### src/rtl/uart_frame_parser.sv
// uart_frame_parser: delimits SYNC/LEN/payload/CHECKSUM frames arriving from a
// UART byte receiver, buffers good payloads and replays them over a valid/ready
// byte stream. Bad frames and bytes that arrive while draining are dropped and
// reported through frame_err/err_code.
module uart_frame_parser #(
    parameter int unsigned MAX_LEN        = 16,
    parameter logic [7:0]  SYNC_BYTE      = 8'hA5,
    parameter logic [15:0] TIMEOUT_CYCLES = 16'd50000
) (
    input  logic       Clk,
    input  logic       Rst_n,
    input  logic [7:0] rx_data,
    input  logic       rx_valid,
    output logic [7:0] out_data,
    output logic       out_valid,
    input  logic       out_ready,
    output logic       out_last,
    output logic       frame_ok,
    output logic       frame_err,
    output logic [1:0] err_code,
    output logic       busy
);

    localparam int unsigned IDX_W     = (MAX_LEN > 1) ? $clog2(MAX_LEN) : 1;
    localparam logic [7:0]  MAX_LEN_B = 8'(MAX_LEN);

    localparam logic [1:0] ERR_TIMEOUT = 2'd0;
    localparam logic [1:0] ERR_LEN     = 2'd1;
    localparam logic [1:0] ERR_CSUM    = 2'd2;
    localparam logic [1:0] ERR_OVERRUN = 2'd3;

    typedef enum logic [2:0] {
        S_IDLE,
        S_LEN,
        S_PAYLOAD,
        S_CHECK,
        S_DRAIN
    } state_t;

    state_t      state_q, state_d;
    logic [7:0]  len_q, len_d;
    logic [7:0]  sum_q, sum_d;
    logic [7:0]  widx_q, widx_d;
    logic [7:0]  ridx_q, ridx_d;
    logic [15:0] tcnt_q, tcnt_d;
    logic        rx_valid_q;
    logic        frame_ok_q, frame_ok_d;
    logic        frame_err_q, frame_err_d;
    logic [1:0]  err_code_q, err_code_d;
    logic        wr_en;
    logic [7:0]  payload_q [MAX_LEN];

    logic strb;
    logic in_frame;
    logic timeout_hit;

    // The receiver's valid is a level; only its rising edge marks a new byte.
    assign strb        = rx_valid & ~rx_valid_q;
    assign in_frame    = (state_q == S_LEN) || (state_q == S_PAYLOAD) || (state_q == S_CHECK);
    assign timeout_hit = in_frame && !strb && (tcnt_q == TIMEOUT_CYCLES - 16'd1);

    assign out_valid = (state_q == S_DRAIN);
    assign out_data  = payload_q[ridx_q[IDX_W-1:0]];
    assign out_last  = out_valid && (ridx_q == len_q - 8'd1);
    assign frame_ok  = frame_ok_q;
    assign frame_err = frame_err_q;
    assign err_code  = err_code_q;
    assign busy      = (state_q != S_IDLE);

    // Next-state and pulse decode for the frame FSM.
    always_comb begin
        // NOTE: every variable gets a default first so no path leaves it unassigned, which would infer a latch.
        state_d     = state_q;
        len_d       = len_q;
        sum_d       = sum_q;
        widx_d      = widx_q;
        ridx_d      = ridx_q;
        tcnt_d      = '0;
        frame_ok_d  = 1'b0;
        frame_err_d = 1'b0;
        err_code_d  = err_code_q;
        wr_en       = 1'b0;

        case (state_q)
            S_IDLE: begin
                if (strb && rx_data == SYNC_BYTE) state_d = S_LEN;
            end
            S_LEN: begin
                if (strb) begin
                    if (rx_data == 8'd0 || rx_data > MAX_LEN_B) begin
                        frame_err_d = 1'b1;
                        err_code_d  = ERR_LEN;
                        state_d     = S_IDLE;
                    end else begin
                        len_d   = rx_data;
                        sum_d   = rx_data;
                        widx_d  = 8'd0;
                        state_d = S_PAYLOAD;
                    end
                end
            end
            S_PAYLOAD: begin
                if (strb) begin
                    wr_en  = 1'b1;
                    sum_d  = sum_q + rx_data;
                    widx_d = widx_q + 8'd1;
                    if (widx_q == len_q - 8'd1) state_d = S_CHECK;
                end
            end
            S_CHECK: begin
                if (strb) begin
                    if (rx_data == sum_q) begin
                        frame_ok_d = 1'b1;
                        ridx_d     = 8'd0;
                        state_d    = S_DRAIN;
                    end else begin
                        frame_err_d = 1'b1;
                        err_code_d  = ERR_CSUM;
                        state_d     = S_IDLE;
                    end
                end
            end
            S_DRAIN: begin
                if (out_ready) begin
                    ridx_d = ridx_q + 8'd1;
                    if (out_last) state_d = S_IDLE;
                end
                // The buffer is busy replaying; a new byte has nowhere to go.
                if (strb) begin
                    frame_err_d = 1'b1;
                    err_code_d  = ERR_OVERRUN;
                end
            end
            default: state_d = S_IDLE;
        endcase

        // Inter-byte watchdog, only while a frame is being received.
        if (in_frame) begin
            if (!strb) tcnt_d = tcnt_q + 16'd1;
            if (timeout_hit) begin
                frame_err_d = 1'b1;
                err_code_d  = ERR_TIMEOUT;
                tcnt_d      = '0;
                state_d     = S_IDLE;
            end
        end
    end

    // State, counters and registered status pulses.
    always_ff @(posedge Clk or negedge Rst_n) begin
        if (!Rst_n) begin
            state_q     <= S_IDLE;
            len_q       <= '0;
            sum_q       <= '0;
            widx_q      <= '0;
            ridx_q      <= '0;
            tcnt_q      <= '0;
            rx_valid_q  <= 1'b1;  // a level already high at release is not a new byte
            frame_ok_q  <= 1'b0;
            frame_err_q <= 1'b0;
            err_code_q  <= ERR_TIMEOUT;
        end else begin
            // NOTE: non-blocking assignments so every register samples pre-edge values.
            state_q     <= state_d;
            len_q       <= len_d;
            sum_q       <= sum_d;
            widx_q      <= widx_d;
            ridx_q      <= ridx_d;
            tcnt_q      <= tcnt_d;
            rx_valid_q  <= rx_valid;
            frame_ok_q  <= frame_ok_d;
            frame_err_q <= frame_err_d;
            err_code_q  <= err_code_d;
        end
    end

    // Payload buffer write port.
    always_ff @(posedge Clk) begin
        // NOTE: the buffer has no reset; its contents are only read after being written by a frame.
        if (wr_en) payload_q[widx_q[IDX_W-1:0]] <= rx_data;
    end

endmodule

### config.mk
export PLATFORM = sky130hd
export DESIGN_NAME = uart_frame_parser
export DESIGN_NICKNAME = d
export VERILOG_FILES = /design/src/rtl/uart_frame_parser.sv
export SDC_FILE = /design/constraint.sdc
export NUM_CORES = 1
export LEC_CHECK = 0
export CORE_MARGIN = 5
export CORE_UTILIZATION = 45
export CTS_BUF_LIST = sky130_fd_sc_hd__clkbuf_2
export DETAILED_ROUTE_END_ITERATION = 16
export GPL_TIMING_DRIVEN = 0
export PLACE_DENSITY_LB_ADDON = 0.25
export RECOVER_POWER = 100
export SLEW_MARGIN = 20
export SYNTH_ARGS = -nofsm -noshare
export SYNTH_HDL_FRONTEND = slang
export SYNTH_SLANG_ARGS = --single-unit
### constraint.sdc
create_clock -name Clk -period 2.7 [get_ports Clk]
set_clock_uncertainty 0.1 [all_clocks]
set_input_delay 0.27 -clock Clk [delete_from_list [all_inputs] [get_ports Clk]]
set_output_delay 0.27 -clock Clk [all_outputs]
set_load 0.03 [all_outputs]
==> flow_metrics.tcl <==
set metrics [dict create \
    status "finished, violations left" \
    violations "setup timing" \
    seq_area_frac_synth 0.625 \
    cts_tree "built" \
    gp_congestion 0.798 \
    yosys_warnings 0 \
    cp-end-kind "output pin" \
    setup_viol 44 \
    worst-setup-path-type "register to output pin" \
    async_flop_share 0.304 \
    ir_worst_vdd_mv 0.313 \
    path_clk_slew_ns 0.26 \
    layout_commonest_cell "edfxtp_1" \
    synth_top_family_by_area "simple AND/OR/NAND/NOR gates" \
    routed_wl_mm 17.8 \
    crit_path_start_kind "register" \
    synth.area.mux_share 0.115 \
    final_cell_area_um2 9530 \
    cts_sinks 184 \
    via_per_inst 5.59 \
    placed_area_um2 9000 \
    port_buffers 26 \
    fin_ws_ns -0.381 \
    ant_nets 0 \
    synth_cell_types 68 \
    fin_crit_sh 1.14 \
    most-common-layout-cells "128 x edfxtp_1, 51 x dfrtp_1, 40 x mux4_2" \
    track_usage 0.172 \
    crit_fanout 8 \
    synth_edf_count 128 \
    period_needed_ns 3.08 \
    fmax_mhz 325 \
    synth_area_leaders "edfxtp_1 46%, dfrtp_1 16%, mux4_2 11%" \
    finalHoldViolCount 0 \
    clockRootBuffer "clkbuf_2" \
    vias 4972 \
    synth_fa_ha_area_frac 0.0232 \
    fin_total_pwr_w 0.00695 \
    slowest_delay_ns 0.52 \
    fillers 1576 \
    fin_setup_tns_ns -7.39 \
    worst_pin_slew_ns 1.41 \
    synth_compound_area_frac 0.0542 \
    multi_input_area_um2 3030 \
    syn_area_um2 8400 \
    critPathMostFrequentCell "mux4_2" \
    cts_buffers 17 \
    clkLatencyLatePin_ns 0.74 \
    syn_area_per_cell_um2 14.7 \
    netlist_instances 573 \
    grt_pass1_vias 5003 \
    synth_ff_type "edfxtp_1" \
    worst_path_max_delay_cell "mux4_2" \
    antenna_found_initial 1 \
    initial_core_util 0.453 \
    yosysTopAreaCellShare 0.458 \
    die_y_um 147 \
    place_ws_ns -0.589 \
    grt_pass1_wl_mm 28.2 \
    drc 0 \
    critical_path_required_ns 2.33 \
    worstPathCellList "buf_12 -> clkbuf_16 -> mux4_2 -> mux4_2 -> buf_6" \
    drive_gt1_frac 0.239 \
    syn_to_final_growth_pct 13.5 \
    rsz0062_at_grt "true" \
    grt_overflow_total 0 \
    synth-simple-area-share 0.116 \
    min_path_type "primary input to register" \
    regArea_um2 5250 \
    drt_iter0_drc 407 \
    fin_nets 669 \
    slew_headroom 0.0598 \
    dp_hpwl_mm 11.6 \
    placementRows 50 \
    netlist.top_cell.by_area "edfxtp_1" \
    post_synth_xor_area_fraction 0.0450 \
    htreeDepth 4 \
    cellLeakagePower_nw 3.34 \
    clockBufferDepth 2 \
    firstDrtPassIters 5 \
    power.density_nw_per_um2 729 \
    maxCapViolCount 0 \
    die_w_um 147 \
    wl_per_cell_um 20.0 \
    ios 27 \
    synth.net_count 600 \
    ys_seq_elements 184 \
    drv_slew 0 \
    critPathTopFamily "multiplexers" \
    grt_max_degree 56 \
    arrival_ns 2.71 \
    core_area_um2 18500 \
    dieArea_um2 21500 \
    final_core_util 0.515 \
    crit_buf_inv 3 \
]
-- worst min-delay path, stage by stage --
cell and delay [ns]:
clkdlybuf4s50_1 0.54, nand2_1 0.19, o21ai_0 0.09
-- sequential cells by signal, indices dropped and copies added, names as in the netlist --
signal      cells
len_q           8
frame_err       1
rx_valid_q      1
widx_q          8
sum_q           8
tcnt_q         16
payload_q     128
state_q         3
frame_ok        1
err_code        2
ridx_q          8
-- cells in the mapped netlist, types with 4 or more instances --
master	n
a21o_1	6
inv_1	15
a31oi_1	6
dfrtp_1	55
xor2_1	15
nand2b_1	11
edfxtp_1	128
buf_2	6
nand2_1	36
buf_4	4
a21oi_1	15
xnor2_1	23
nor4b_1	4
nor3_1	14
clkbuf_1	9
nand4_1	9
nor4_1	5
nor2b_1	8
mux4_2	40
or3_1	6
nor2_1	36
o21ai_0	26
nand3_1	15
ha_1	14
and3_1	6
-- logic make-up after synthesis --
logic type,after synthesis
AND/OR/NAND/NOR,175
XOR/XNOR,40
flip-flops,184
multiplexers,46
adder cells (fa/ha/maj),15
buffers and inverters,38
AO/OA/AOI/OAI,75
-- layout make-up --
| cell class | count | area share |
|---|---|---|
| Clock inverter | 13 | 0.0130 |
| Antenna cell | 2 | 0.000525 |
| Inverter | 16 | 0.00669 |
| Multi-Input combinational cell | 351 | 0.317 |
| Timing Repair Buffer | 52 | 0.0517 |
| Sequential cell | 184 | 0.551 |
| Tap cell | 234 | 0.0307 |
| Clock buffer | 18 | 0.00945 |
| Buffer | 20 | 0.0196 |
-- metal layers --
metal  global-route usage  vias to the layer above  wire length (um)  share of wire
li1                     -                     2322                 -              -
met1                0.238                     2539              8140           0.46
met2                0.277                       95              8780           0.49
met3               0.0382                       16               652          0.037
met4               0.0437                        0               231          0.013
met5                    0                        -                 0              0
-- through the flow --
step                      instances  hold slack [ns]
after floorplan                 573           -0.126
after global placement          833            0.370
after detailed placement        837            0.284
after CTS                       885            0.178
after global routing            890            0.193
final                           890            0.249
-- what timing repair did --
item | 4_1_cts | 5_1_grt
setup buffers | 15 | 1
gates resized for setup | 104 | 10
hold endpoints to repair | 57 | 0
endpoints found under the setup margin | 11 | 59
pin swaps | 4 | 0
cloned | 0 | 2
hold buffers | 4 | 0
-- worst paths after layout --
kind,endpoint,cells past startpoint,slack [ns],start
max in group asynchronous,len_q[0],4,0.41,Rst_n
worst min register to register,sum_q[3],2,0.43,sum_q[3]
worst max register to register,payload_q[7][5],6,-0.21,state_q[0]
worst max-delay path,out_data[7],5,-0.38,ridx_q[0]
worst min-delay path,ridx_q[0],3,0.25,out_ready
min in group asynchronous,rx_valid_q,3,0.59,Rst_n
-- power by group --
group          switching (W)  leakage [nW]  internal [W]  total, W
Clock               0.000961         0.131      0.000348   0.00131
Combinational        0.00120          1.34       0.00127   0.00247
Sequential         0.0000822          1.87       0.00309   0.00317
No activity file was read; power rests on OpenSTA's default activity.
